===== config.mk =====
export PLATFORM = sky130hd
export DESIGN_NAME = can_ctrl_fifo
export DESIGN_NICKNAME = d
export VERILOG_FILES = /design/src/rtl/can_ctrl_fifo.sv
export SDC_FILE = /design/constraint.sdc
export NUM_CORES = 1
export LEC_CHECK = 0
export BUFFER_PORTS_ARGS = -buffer_cell sky130_fd_sc_hd__buf_2
export CORE_ASPECT_RATIO = 0.9
export CORE_MARGIN = 5
export CORE_UTILIZATION = 55
export DETAILED_ROUTE_END_ITERATION = 10
export PLACE_DENSITY = 0.74
export SYNTH_ARGS = -nofsm -noshare
export SYNTH_HDL_FRONTEND = slang
export SYNTH_SLANG_ARGS = --single-unit

===== constraint.sdc =====
create_clock -name ap_clk -period 5.2 [get_ports ap_clk]
set_clock_uncertainty 0.15 [all_clocks]
set_input_delay 0 -clock ap_clk [delete_from_list [all_inputs] [get_ports ap_clk]]
set_output_delay 0 -clock ap_clk [all_outputs]
set_load 0.01 [all_outputs]

===== src/rtl/can_ctrl_fifo.sv =====
// CAN word-stream bridge: AXI4-Lite register block with an RX FIFO, a held TX word
// and sticky W1C interrupt sources.
module can_ctrl_fifo #(
  parameter int RX_DEPTH                   = 16,
  parameter int C_S_AXI_CONTROL_ADDR_WIDTH = 7,
  parameter int C_S_AXI_CONTROL_DATA_WIDTH = 32
) (
  input  logic                                    ap_clk,
  input  logic                                    ap_rst_n,
  input  logic                                    rx_valid,
  input  logic [31:0]                             rx_data,
  input  logic [28:0]                             rx_id,
  input  logic                                    rx_ide,
  input  logic                                    rx_last,
  output logic                                    tx_valid,
  output logic [31:0]                             tx_data,
  input  logic                                    tx_ready,
  input  logic                                    s_axi_control_AWVALID,
  output logic                                    s_axi_control_AWREADY,
  input  logic [C_S_AXI_CONTROL_ADDR_WIDTH-1:0]   s_axi_control_AWADDR,
  input  logic                                    s_axi_control_WVALID,
  output logic                                    s_axi_control_WREADY,
  input  logic [C_S_AXI_CONTROL_DATA_WIDTH-1:0]   s_axi_control_WDATA,
  input  logic [C_S_AXI_CONTROL_DATA_WIDTH/8-1:0] s_axi_control_WSTRB,
  output logic                                    s_axi_control_BVALID,
  input  logic                                    s_axi_control_BREADY,
  output logic [1:0]                              s_axi_control_BRESP,
  input  logic                                    s_axi_control_ARVALID,
  output logic                                    s_axi_control_ARREADY,
  input  logic [C_S_AXI_CONTROL_ADDR_WIDTH-1:0]   s_axi_control_ARADDR,
  output logic                                    s_axi_control_RVALID,
  input  logic                                    s_axi_control_RREADY,
  output logic [C_S_AXI_CONTROL_DATA_WIDTH-1:0]   s_axi_control_RDATA,
  output logic [1:0]                              s_axi_control_RRESP,
  output logic                                    interrupt
);
  localparam int AW = C_S_AXI_CONTROL_ADDR_WIDTH;
  localparam int PW = $clog2(RX_DEPTH);
  localparam int CW = PW + 1;

  localparam logic [AW-1:0] A_CTRL = 'h00;
  localparam logic [AW-1:0] A_STAT = 'h04;
  localparam logic [AW-1:0] A_INT  = 'h08;
  localparam logic [AW-1:0] A_TX   = 'h0C;
  localparam logic [AW-1:0] A_META = 'h10;
  localparam logic [AW-1:0] A_RXD  = 'h14;

  typedef struct packed {
    logic [31:0] data;
    logic [28:0] id;
    logic        ide;
    logic        last;
  } rx_ent_t;

  rx_ent_t       mem [RX_DEPTH];
  rx_ent_t       head;
  logic [PW-1:0] wr_ptr, rd_ptr;
  logic [CW-1:0] count;
  logic          en, ie_rx, ie_ovf, ie_tx;
  logic [2:0]    int_stat, int_set, int_clr;
  logic          live, bvalid, rvalid;
  logic [31:0]   rdata, rd_mux;
  logic          wr_hs, ar_hs, full, nonempty;
  logic          flush, pop, push_req, push, ovf_set, tx_load, tx_done_set;
  logic          unused_ok;

  assign unused_ok = ^s_axi_control_WSTRB;

  // Readies stay low in reset and for the first cycle after release.
  assign wr_hs = live & s_axi_control_AWVALID & s_axi_control_WVALID & ~bvalid;
  assign ar_hs = s_axi_control_ARVALID & s_axi_control_ARREADY;

  assign s_axi_control_AWREADY = wr_hs;
  assign s_axi_control_WREADY  = wr_hs;
  assign s_axi_control_ARREADY = live & ~rvalid;
  assign s_axi_control_BVALID  = bvalid;
  assign s_axi_control_BRESP   = 2'b00;
  assign s_axi_control_RVALID  = rvalid;
  assign s_axi_control_RDATA   = rdata;
  assign s_axi_control_RRESP   = 2'b00;

  assign head     = mem[rd_ptr];
  assign full     = (count == CW'(RX_DEPTH));
  assign nonempty = (count != '0);

  assign flush       = wr_hs && (s_axi_control_AWADDR == A_CTRL) && s_axi_control_WDATA[1];
  assign pop         = ar_hs && (s_axi_control_ARADDR == A_RXD) && nonempty;
  assign push_req    = rx_valid & en & ~flush;
  assign push        = push_req & (~full | pop);
  assign ovf_set     = push_req & full & ~pop;
  assign tx_load     = wr_hs && (s_axi_control_AWADDR == A_TX) && !tx_valid;
  assign tx_done_set = tx_valid & tx_ready;

  assign int_set = {tx_done_set, ovf_set, push & rx_last};
  assign int_clr = (wr_hs && (s_axi_control_AWADDR == A_INT)) ? s_axi_control_WDATA[2:0] : 3'b000;

  always_comb begin
    rd_mux = '0;
    case (s_axi_control_ARADDR)
      A_CTRL: rd_mux = {27'b0, ie_tx, ie_ovf, ie_rx, 1'b0, en};
      A_STAT: rd_mux = {8'b0, 16'(count), 5'b0, tx_valid, full, nonempty};
      A_INT:  rd_mux = {29'b0, int_stat};
      A_META: if (nonempty) rd_mux = {1'b0, head.ide, head.last, head.id};
      A_RXD:  if (nonempty) rd_mux = head.data;
      default: rd_mux = '0;
    endcase
  end

  always_ff @(posedge ap_clk) begin
    if (push) mem[wr_ptr] <= '{data: rx_data, id: rx_id, ide: rx_ide, last: rx_last};
  end

  always_ff @(posedge ap_clk or negedge ap_rst_n) begin
    if (!ap_rst_n) begin
      live   <= 1'b0;
      bvalid <= 1'b0;
      rvalid <= 1'b0;
      rdata  <= '0;
    end else begin
      live <= 1'b1;
      if (wr_hs) bvalid <= 1'b1;
      else if (s_axi_control_BREADY) bvalid <= 1'b0;
      if (ar_hs) begin
        rvalid <= 1'b1;
        rdata  <= rd_mux;
      end else if (s_axi_control_RREADY) begin
        rvalid <= 1'b0;
      end
    end
  end

  always_ff @(posedge ap_clk or negedge ap_rst_n) begin
    if (!ap_rst_n) begin
      en     <= 1'b0;
      ie_rx  <= 1'b0;
      ie_ovf <= 1'b0;
      ie_tx  <= 1'b0;
    end else if (wr_hs && (s_axi_control_AWADDR == A_CTRL)) begin
      en     <= s_axi_control_WDATA[0];
      ie_rx  <= s_axi_control_WDATA[2];
      ie_ovf <= s_axi_control_WDATA[3];
      ie_tx  <= s_axi_control_WDATA[4];
    end
  end

  // Push and pop in the same cycle leave count unchanged; flush overrides both.
  always_ff @(posedge ap_clk or negedge ap_rst_n) begin
    if (!ap_rst_n) begin
      wr_ptr <= '0;
      rd_ptr <= '0;
      count  <= '0;
    end else if (flush) begin
      wr_ptr <= '0;
      rd_ptr <= '0;
      count  <= '0;
    end else begin
      if (push) wr_ptr <= wr_ptr + PW'(1);
      if (pop)  rd_ptr <= rd_ptr + PW'(1);
      case ({push, pop})
        2'b10:   count <= count + CW'(1);
        2'b01:   count <= count - CW'(1);
        default: count <= count;
      endcase
    end
  end

  always_ff @(posedge ap_clk or negedge ap_rst_n) begin
    if (!ap_rst_n) begin
      int_stat  <= '0;
      interrupt <= 1'b0;
      tx_valid  <= 1'b0;
      tx_data   <= '0;
    end else begin
      int_stat  <= (int_stat & ~int_clr) | int_set;
      interrupt <= |(int_stat & {ie_tx, ie_ovf, ie_rx});
      if (tx_load) begin
        tx_valid <= 1'b1;
        tx_data  <= s_axi_control_WDATA;
      end else if (tx_done_set) begin
        tx_valid <= 1'b0;
      end
    end
  end
endmodule


==> metrics.txt, run 1 <==
Yosys reg bits=1097; vias in the first global route=between 20000 and 25000; critical path class=reg2reg; fill cell count=4708; Worst-Margin Slew=~1.1 ns; Avg Cell Area, Syn=23.31 µm²; register area share after synthesis=0.7716; Die ar.=82210 µm²; CP Launch Type=register; max frequency=~240 MHz; CP max stage cell=nor4_1; dpl hpwl=51140 µm; power density cells=about 360 nW/µm²; crit path buf inv count=0; status=complete, no violations; Multi-input gate area=about 9000 µm²; RSZ-0062 raised after global routing=no; Max Root-Sink Buffers=3; dominant register cell in the synthesized netlist=edfxtp_1; CP top delay family=simple AND/OR/NAND/NOR gates; Cell Rows=96; pin count of the biggest net entering global routing=86; GPL Wtd Cong=0.8447; Vias per Instance=6.226; required time worst endpoint=5.58 ns; GRT Resource Usage Total=0.2386; IO Port Bufs=188; Iteration-0 DRC Markers=2267; Final Hold Fails=0; first-pass GRT wire length=144000 µm; DIE WIDTH=301.7 µm; Post-Place Cells=2980; Int Power=approximately 14 mW; Yosys top cell by area=edfxtp_1; per-cell routed wire length=between 20 and 30 µm; Remaining Overflow, GRT=0; library cells used by synthesis=57; TNS Setup=0 ns; CP max stage delay=approximately 0.73 ns; worst-path fanout max=5; Post-synth ARST share=0.08113; antenna violations before repair=8; Post-CTS Setup Bufs=0; clock-pin transition on the worst setup and hold timing paths=0.06 ns; leak pwr=16.62 nW; Clk Latency, worst-skew pair=0.68 ns; synthesized cell area=42110 µm²; drt drc=0; CTS Buf Count=105; Post-Layout Cell Count=between 3000 and 4000; CP arrival=4.62 ns; # nets final=2382; total number of H-tree levels=3; P_sw=3.587 mW; Final Setup Violations=0; Yosys warnings=0; Die Ht=272.5 µm; Sequential Area=32510 µm²; clock share of power=0.422; clk sinks=1097; max-cap viol count=0; layout cells sized above 1=0.3246; final WL=97130 µm; Max Slew Vio Count=0; core area=76030 µm²; period utilization=0.8146; number of synthesized flops with an enable pin=1008; CTS tree=yes; ranking of synthesized cells by area=edfxtp_1 (72%), mux4_2 (17%), dfrtp_1 (5.3%); synthesis-to-finish area growth=18.50%; switching part of the total=0.1998; Detailed Routing Iterations Pass 1=5; relative slew slack=0.2521; I/O pin cnt=about 200; root buf cell=clkbuf_16; Gate Count Post-Synth=roughly 1800; total number of vias=20990; type of the most critical hold path=in2reg; min Tclk post-route=4.236 ns; Gate power share=0.039; antenna violation net count after detailed routing=0; CP Cell Sequence=nand4b_1, nor4_1, a21oi_1, nor3_1, ha_1, a21o_1, a21o_1, or4_4, a21oi_1, nor3b_2; Crit. End Element=register; Initial Util=0.5539; sequential share of power=0.539; IR drop worst, VDD=0.0002639 V; share of the synthesized area in the top cell type=0.7187
## placed cells by master, fill, tap and decap left out, drive strengths merged, types with 6 or more instances in the layout
master / Yosys / final
edfxtp: 1008 / 1008
mux4: 309 / 309
buf: 55 / 234
dlygate4sd3: 0 / 191
clkbuf: 37 / 136
dfrtp: 89 / 89
nand2: 54 / 54
clkinv: 0 / 40
mux2: 36 / 36
a22oi: 24 / 24
a21oi: 17 / 17
and2: 16 / 16
nand3: 14 / 14
inv: 10 / 14
o21ai: 12 / 12
nor3: 11 / 11
a22o: 10 / 10
mux2i: 10 / 10
bufinv: 0 / 10
nor2: 10 / 10
ha: 9 / 9
a221o: 8 / 8
nor4: 7 / 7
or4: 6 / 6
## per-layer routing
layer  GRT usage  share of wire
met2      0.3882           0.50
met5           0        0.00042
met1      0.3334           0.38
met4     0.06911          0.026
met3     0.05227          0.090
## worst reg2reg max path, cell delays in order (launching register included)
cell,delay [ns]
dfrtp_1,0.40
nand4b_1,0.52
nor4_1,0.73
a21oi_1,0.25
nor3_1,0.58
ha_1,0.38
a21o_1,0.18
a21o_1,0.21
or4_4,0.44
a21oi_1,0.21
nor3b_2,0.07
## final timing paths
check	depth (start not counted)	to	slack [ns]	start
worst max-delay path	10	count[4]	0.96	s_axi_control_BVALID
worst min-delay path	5	int_stat[0]	0.07	s_axi_control_AWVALID
worst max register to register	10	count[4]	0.96	s_axi_control_BVALID
worst min register to register	2	s_axi_control_RDATA[13]	0.32	s_axi_control_RDATA[13]
max in group asynchronous	4	rd_ptr[2]	3.88	ap_rst_n
min in group asynchronous	4	s_axi_control_RDATA[14]	0.29	ap_rst_n
## power by group through the flow
stage / combinational, mW / sequential, mW / clock [mW]
5_1_grt: 0.763 / 9.68 / 8.05
3_5_place_dp: 0.587 / 9.86 / 0
6_report: 0.707 / 9.68 / 7.57
4_1_cts: 0.703 / 9.68 / 7.65
2_1_floorplan: 0.350 / 9.86 / 0
3_3_place_gp: 0.565 / 9.86 / 0
## sequential cells by signal, indices dropped and copies added (netlist names)
name                  cells
mem                    1008
s_axi_control_RDATA      32
tx_data                  32
count                     5
rd_ptr                    4
wr_ptr                    4
int_stat                  3
en                        1
ie_ovf                    1
ie_rx                     1
ie_tx                     1
interrupt                 1
live                      1
s_axi_control_BVALID      1
s_axi_control_RVALID      1
tx_valid                  1
## Yosys cell counts, types with 6 or more instances
| cell | number |
|---|---|
| o21ai_0 | 12 |
| buf_2 | 23 |
| dfrtp_1 | 89 |
| a21oi_1 | 16 |
| buf_4 | 12 |
| mux2i_1 | 10 |
| nor3_1 | 10 |
| nor4_1 | 6 |
| and2_1 | 16 |
| nor2_1 | 9 |
| buf_6 | 10 |
| nand3_1 | 14 |
| mux4_2 | 309 |
| a22oi_1 | 24 |
| ha_1 | 9 |
| a22o_1 | 10 |
| a221o_1 | 8 |
| buf_1 | 10 |
| inv_1 | 9 |
| edfxtp_1 | 1008 |
| clkbuf_1 | 37 |
| nand2_1 | 54 |
| mux2_2 | 34 |
## what timing repair did
action                     4_1_cts  5_1_grt
hold endpoints to repair      1162        0
resized for setup                0        0
setup endpoints to repair        0        0
hold buffers                   192        0
## stage by stage
stage                     hold WS [ns]  worst slack [ns]  total power, mW  area (µm²)    util
after global placement         -0.1197             1.121            10.43       44530  0.5856
after CTS                      0.01859             1.179            18.03       49890  0.6562
after floorplan                -0.4456             1.537            10.21       42130       -
after detailed placement       -0.1230             1.118            10.45       44530  0.5856
final                          0.06809            0.9641            17.95       49900  0.6563
after global routing           0.09941            0.6887            18.49       49900  0.6563
## cell families after synthesis
group	share of synthesized area
other cells	0.0001783
compound gates	0.01628
fa+ha+maj	0.003149
flops	0.7716
mux	0.1772
xor+xnor	0.001040
buf+inv	0.01263
simple gates	0.01786
## cell type report
class                           count  share of cell area
Inverter                           10           0.0008023
Clock buffer                      136             0.05721
Clock inverter                     59             0.01163
Multi-Input combinational cell    611              0.1833
Timing Repair Buffer              425             0.06965
Sequential cell                  1097              0.6514
Tap cell                         1029             0.02580
Antenna cell                        4           0.0002006
Power figures use the tool's default switching activity.
==> run 2, diff against run 1 <==
--- a/config.mk
+++ b/config.mk
@@ -10,7 +10,7 @@
 export CORE_MARGIN = 5
 export CORE_UTILIZATION = 55
 export DETAILED_ROUTE_END_ITERATION = 10
-export PLACE_DENSITY = 0.74
+export PLACE_DENSITY = 0.76
 export SYNTH_ARGS = -nofsm -noshare
 export SYNTH_HDL_FRONTEND = slang
 export SYNTH_SLANG_ARGS = --single-unit
==> constraint.sdc (replaced) <==
create_clock -name ap_clk -period 3.7 [get_ports ap_clk]
set_clock_uncertainty 0.15 [all_clocks]
set_input_delay 0 -clock ap_clk [delete_from_list [all_inputs] [get_ports ap_clk]]
set_output_delay 0 -clock ap_clk [all_outputs]
set_load 0.01 [all_outputs]
==> metrics.txt, run 2 (synthesis gave the netlist of run 1 again) <==
synthesis-to-finish area growth=20.26%; CP max stage delay=0.69 ns; GRT Resource Usage Total=0.2529; Max Root-Sink Buffers=3; Final Cell Area=just over 50000 µm²; max reg flops=1008; Initial Util=0.5539; core area=76030 µm²; FF-to-FF setup slack=0.19 ns; Max Slew Vio Count=0; max frequency=around 290 MHz; Cell Rows=96; leak pwr=16.94 nW; min-delay src=rx_data[12]; CTS tree=yes; I/O pin cnt=approximately 200; TNS Setup=0 ns; CP Launch Type=register; Vias per Instance=6.323; antenna violation net count after detailed routing=0; Highest Signal Layer=met5; Final Setup Violations=0; Clk Latency, worst-skew pair=about 0.7 ns; power density cells=between 500 and 600 nW/µm²; clk sinks=about 1100; most common cell after layout, fill and taps aside=edfxtp_1; Routed met3 length=8705 µm; Worst path depth=6; antenna violations before repair=6; layout cells sized above 1=0.3331; CP max stage cell=dfrtp_4; min Tclk post-route=between 3 and 4 ns; Die Ht=272.5 µm; type of the most critical hold path=in2reg; met2 wire length=52750 µm; Critical path origin=rd_ptr[0]; vias in the first global route=22970; Iteration-0 DRC Markers=2620; Worst-Margin Slew=between 0.9 and 1 ns; GPL Wtd Cong=0.8662; R2R Path End=s_axi_control_RDATA[2]; critical path class=reg2reg; per-cell routed wire length=29.95 µm; CTS Buf Count=104; total number of H-tree levels=3; drt drc=0; dpl hpwl=approximately 55000 µm; clock-pin transition on the worst setup and hold timing paths=0.07 ns; pin count of the biggest net entering global routing=70; Post-CTS Setup Bufs=0; Worst R2R Path Depth=6; Largest Register=mem; Die ar.=82210 µm²; relative slew slack=0.3612; CP dominant cell by count=mux4_2; Remaining Overflow, GRT=0; Final Hold Fails=0; worst-path fanout max=24; required time worst endpoint=just over 4 ns; Metal-1 WL=37910 µm; CP Cell Sequence=buf_12, mux4_2, mux4_2, a22o_1, a221o_1, dlygate4sd3_1; Crit. End Element=register; IR drop worst, VDD=around 0.00041 V; hold slack=0.07568 ns; placed instance area=45170 µm²; status=complete, no violations; final WL=102400 µm; RSZ-0062 raised after global routing=no; total number of vias=21620; CP top delay family=multiplexers; first-pass GRT wire length=152800 µm; CP arrival=slightly below 4 ns; most frequent cells in the layout=edfxtp_1 (1008), mux4_2 (309), dlygate4sd3_1 (197); Total Power=25.34 mW; crit path buf inv count=2; max-cap viol count=0; Detailed Routing Iterations Pass 1=6; post-CTS sizing=0; DIE WIDTH=301.7 µm; origin of the critical flop-to-flop path=rd_ptr[0]; # nets final=2430; IO Port Bufs=roughly 190; CP endpoint=s_axi_control_RDATA[2]; period utilization=0.9476; root buf cell=clkbuf_16
[run 2: cell types whose count changed in the layout (fill, tap and decap cells not counted), moves of 2 or more]
cell	previous run	this run
buf_12	22	47
buf_4	25	42
clkbuf_1	21	27
dlygate4sd3_1	191	197
clkbuf_8	9	5
clkinv_16	0	4
clkinv_2	16	13
clkinv_8	3	0
inv_6	4	1
inv_16	0	2
[run 2: power by group]
group / total (mW) / switching [mW] / leakage (nW) / internal [mW]
clock network: 10.7 / 4.64 / 1.66 / 6.08
registers: 13.6 / 0.0387 / 10.3 / 13.6
logic: 1.03 / 0.517 / 5.00 / 0.513
[run 2: timing repair]
action	4_1_cts	5_1_grt
endpoints found under the hold margin	1181	0
hold buffers	198	0
setup endpoints to repair	0	0
[run 2: worst reg2reg max path, delay by kind of cell, from the launching register on]
kind	cells	cell delay, ns
mux	2	1.18
buf+inv	2	0.85
flops	1	0.69
compound gates	2	0.53
[run 2: how the worst min path moves through the flow]
stage	end	slack, ns	cells past startpoint
after floorplan	count[0]	-0.45	0
after global placement	tx_data[24]	0.002	1
after detailed placement	tx_data[27]	0.03	1
after CTS	mem[2][43]	0.04	2
after global routing	mem[2][43]	0.06	2
final	mem[0][43]	0.08	2
[run 2: area by class of cell]
class                           count  area [µm²]
Sequential cell                  1097       32510
Fill cell                        4576       25390
Multi-Input combinational cell    611        9146
Timing Repair Buffer              474        4192
Clock buffer                      137        2798
Tap cell                         1029        1287
Clock inverter                     58       666.9
Inverter                           10       40.04
Antenna cell                        4       10.01
[run 2: stage by stage]
step           cells  setup slack, ns    util
3_5_place_dp    3023           0.2499  0.5941
3_3_place_gp    3023           0.2720  0.5941
5_1_grt         3418          0.04497  0.6661
4_1_cts         3416           0.2236  0.6660
2_1_floorplan   1810          0.03747       -
6_report        3420           0.1941  0.6661
[run 2: layer usage]
| metal | track usage | vias up |
|---|---|---|
| li1 | - | 8693 |
| met1 | 0.3478 | 11470 |
| met2 | 0.4264 | 1243 |
| met3 | 0.04432 | 216 |
| met4 | 0.07191 | 4 |
| met5 | 0 | - |
==> run 3, diff against run 2 <==
--- a/config.mk
+++ b/config.mk
@@ -7,7 +7,6 @@
 export LEC_CHECK = 0
 export BUFFER_PORTS_ARGS = -buffer_cell sky130_fd_sc_hd__buf_2
 export CORE_ASPECT_RATIO = 0.9
-export CORE_MARGIN = 5
 export CORE_UTILIZATION = 55
 export DETAILED_ROUTE_END_ITERATION = 10
 export PLACE_DENSITY = 0.76
==> metrics.txt, run 3 (synthesis gave the netlist of run 1 again) <==
setup slack after layout=0.2486 ns; status=complete, no violations; Die ar.=roughly 78000 µm²; Largest Register=mem; I/O pin cnt=197; Max Slew Vio Count=0; per-cell routed wire length=about 30 µm; most frequent cells in the layout=edfxtp_1 (1008), mux4_2 (309), dlygate4sd3_1 (193); max frequency=roughly 290 MHz; CTS tree=yes; clock-pin transition on the worst setup and hold timing paths=0.06 ns; DP Worst Slack=0.1618 ns; TNS Setup=0 ns; Clk Latency, worst-skew pair=0.68 ns; Final Setup Violations=0; IO Port Bufs=188; dpl hpwl=52010 µm; total number of vias=21470; synthesis-to-finish area growth=19.34%; IR drop worst, VDD=0.0003889 V; CP Launch Type=input pin; critical path class=in2reg; Final Hold Fails=0; clk sinks=1097; Critical path origin=s_axi_control_ARADDR[5]; core area=75240 µm²; Remaining Overflow, GRT=0; max-cap viol count=0; vias in the first global route=22470; GPL Wtd Cong=0.8871; period utilization=0.9328; Initial Util=0.5597; final WL=between 100000 and 150000 µm; Crit. End Element=register; min-delay src=s_axi_control_RREADY; GRT Resource Usage Total=0.2669; worst-path fanout max=16; most common cell after layout, fill and taps aside=edfxtp_1; Max Root-Sink Buffers=3; CP arrival=3.91 ns; Detailed Routing Iterations Pass 1=7; type of the most critical hold path=in2reg; Total Power=25.13 mW; layout cells sized above 1=0.3314; Iteration-0 DRC Markers=2686; antenna violation net count after detailed routing=0; DIE WIDTH=293.7 µm; Sequential Area=32510 µm²; pin count of the biggest net entering global routing=75; required time worst endpoint=4.16 ns; max reg flops=1008; drt drc=0; CTS Buf Count=105; root buf cell=clkbuf_16; leak pwr=16.82 nW; Die Ht=264.5 µm; Vias per Instance=6.330; Post-CTS Setup Bufs=0; first-pass GRT wire length=149500 µm; relative slew slack=0.4402; power density cells=500.0 nW/µm²; Cell Rows=95; final core utilization=0.6680; # nets final=2416; fill cell count=around 4500; min Tclk post-route=around 3.5 ns; total number of H-tree levels=3; Multi-input gate area=9153 µm²; antenna violations before repair=9; RSZ-0062 raised after global routing=no; Worst-Margin Slew=0.8320 ns; hold slack=between 0.04 and 0.05 ns; origin of the critical flop-to-flop path=rd_ptr[1]
==> run 3: cell type report <==
| class | count | area share |
|---|---|---|
| timing repair buffer | 459 | 0.07772 |
| multi-input combinational | 611 | 0.1821 |
| tap | 1018 | 0.02534 |
| sequential | 1097 | 0.6468 |
| clock buffer | 135 | 0.05616 |
| antenna | 5 | 0.0002490 |
| inverter | 10 | 0.0007967 |
| clock inverter | 57 | 0.01080 |
==> run 3: critical path, cell delays in order <==
cell and delay, ns:
dlygate4sd3_1 0.54, buf_2 0.13, or4_4 0.48, dlygate4sd3_1 0.62, or3_1 0.35, buf_4 0.19, nor2_4 0.58, a22o_1 0.33
a221o_1 0.13, dlygate4sd3_1 0.55
==> run 3: path summary, 6_finish.rpt <==
path / end / slack, ns / cells after the start
setup / recovery: s_axi_control_RDATA[2] / 0.25 / 10
hold / removal: s_axi_control_RVALID / 0.04 / 3
setup reg to reg: s_axi_control_RDATA[2] / 0.30 / 6
max in group asynchronous: rd_ptr[2] / 2.69 / 4
min in group asynchronous: s_axi_control_RDATA[14] / 0.37 / 4
hold reg to reg: s_axi_control_RDATA[24] / 0.32 / 2
==> run 3: per-layer routing <==
metal / share of wire / wire length [µm] / vias to the layer above / GRT usage
met5: 0.00070 / 71 / - / 0
met4: 0.024 / 2394 / 10 / 0.07461
met3: 0.085 / 8638 / 188 / 0.04771
met2: 0.51 / 52030 / 1228 / 0.4515
met1: 0.38 / 38050 / 11390 / 0.3606
li1: - / - / 8657 / -
==> run 3: through the flow <==
step,instance area (µm²),std cells
after floorplan,42130,1810
after global placement,44910,3001
after detailed placement,44910,3001
after CTS,50240,3387
after global routing,50250,3389
final,50260,3392
==> run 3: repair_timing <==
action / CTS / global route
resized for setup: 0 / 1
hold buffers: 194 / 0
endpoints found under the setup margin: 0 / 1
endpoints found under the hold margin: 1147 / 0
==> run 3: power breakdown <==
group          internal (mW)  total (mW)  switching, mW
sequential              13.6        13.6         0.0319
clock                   6.01        10.5           4.51
combinational          0.506        1.02          0.518
total                   20.1        25.1           5.06
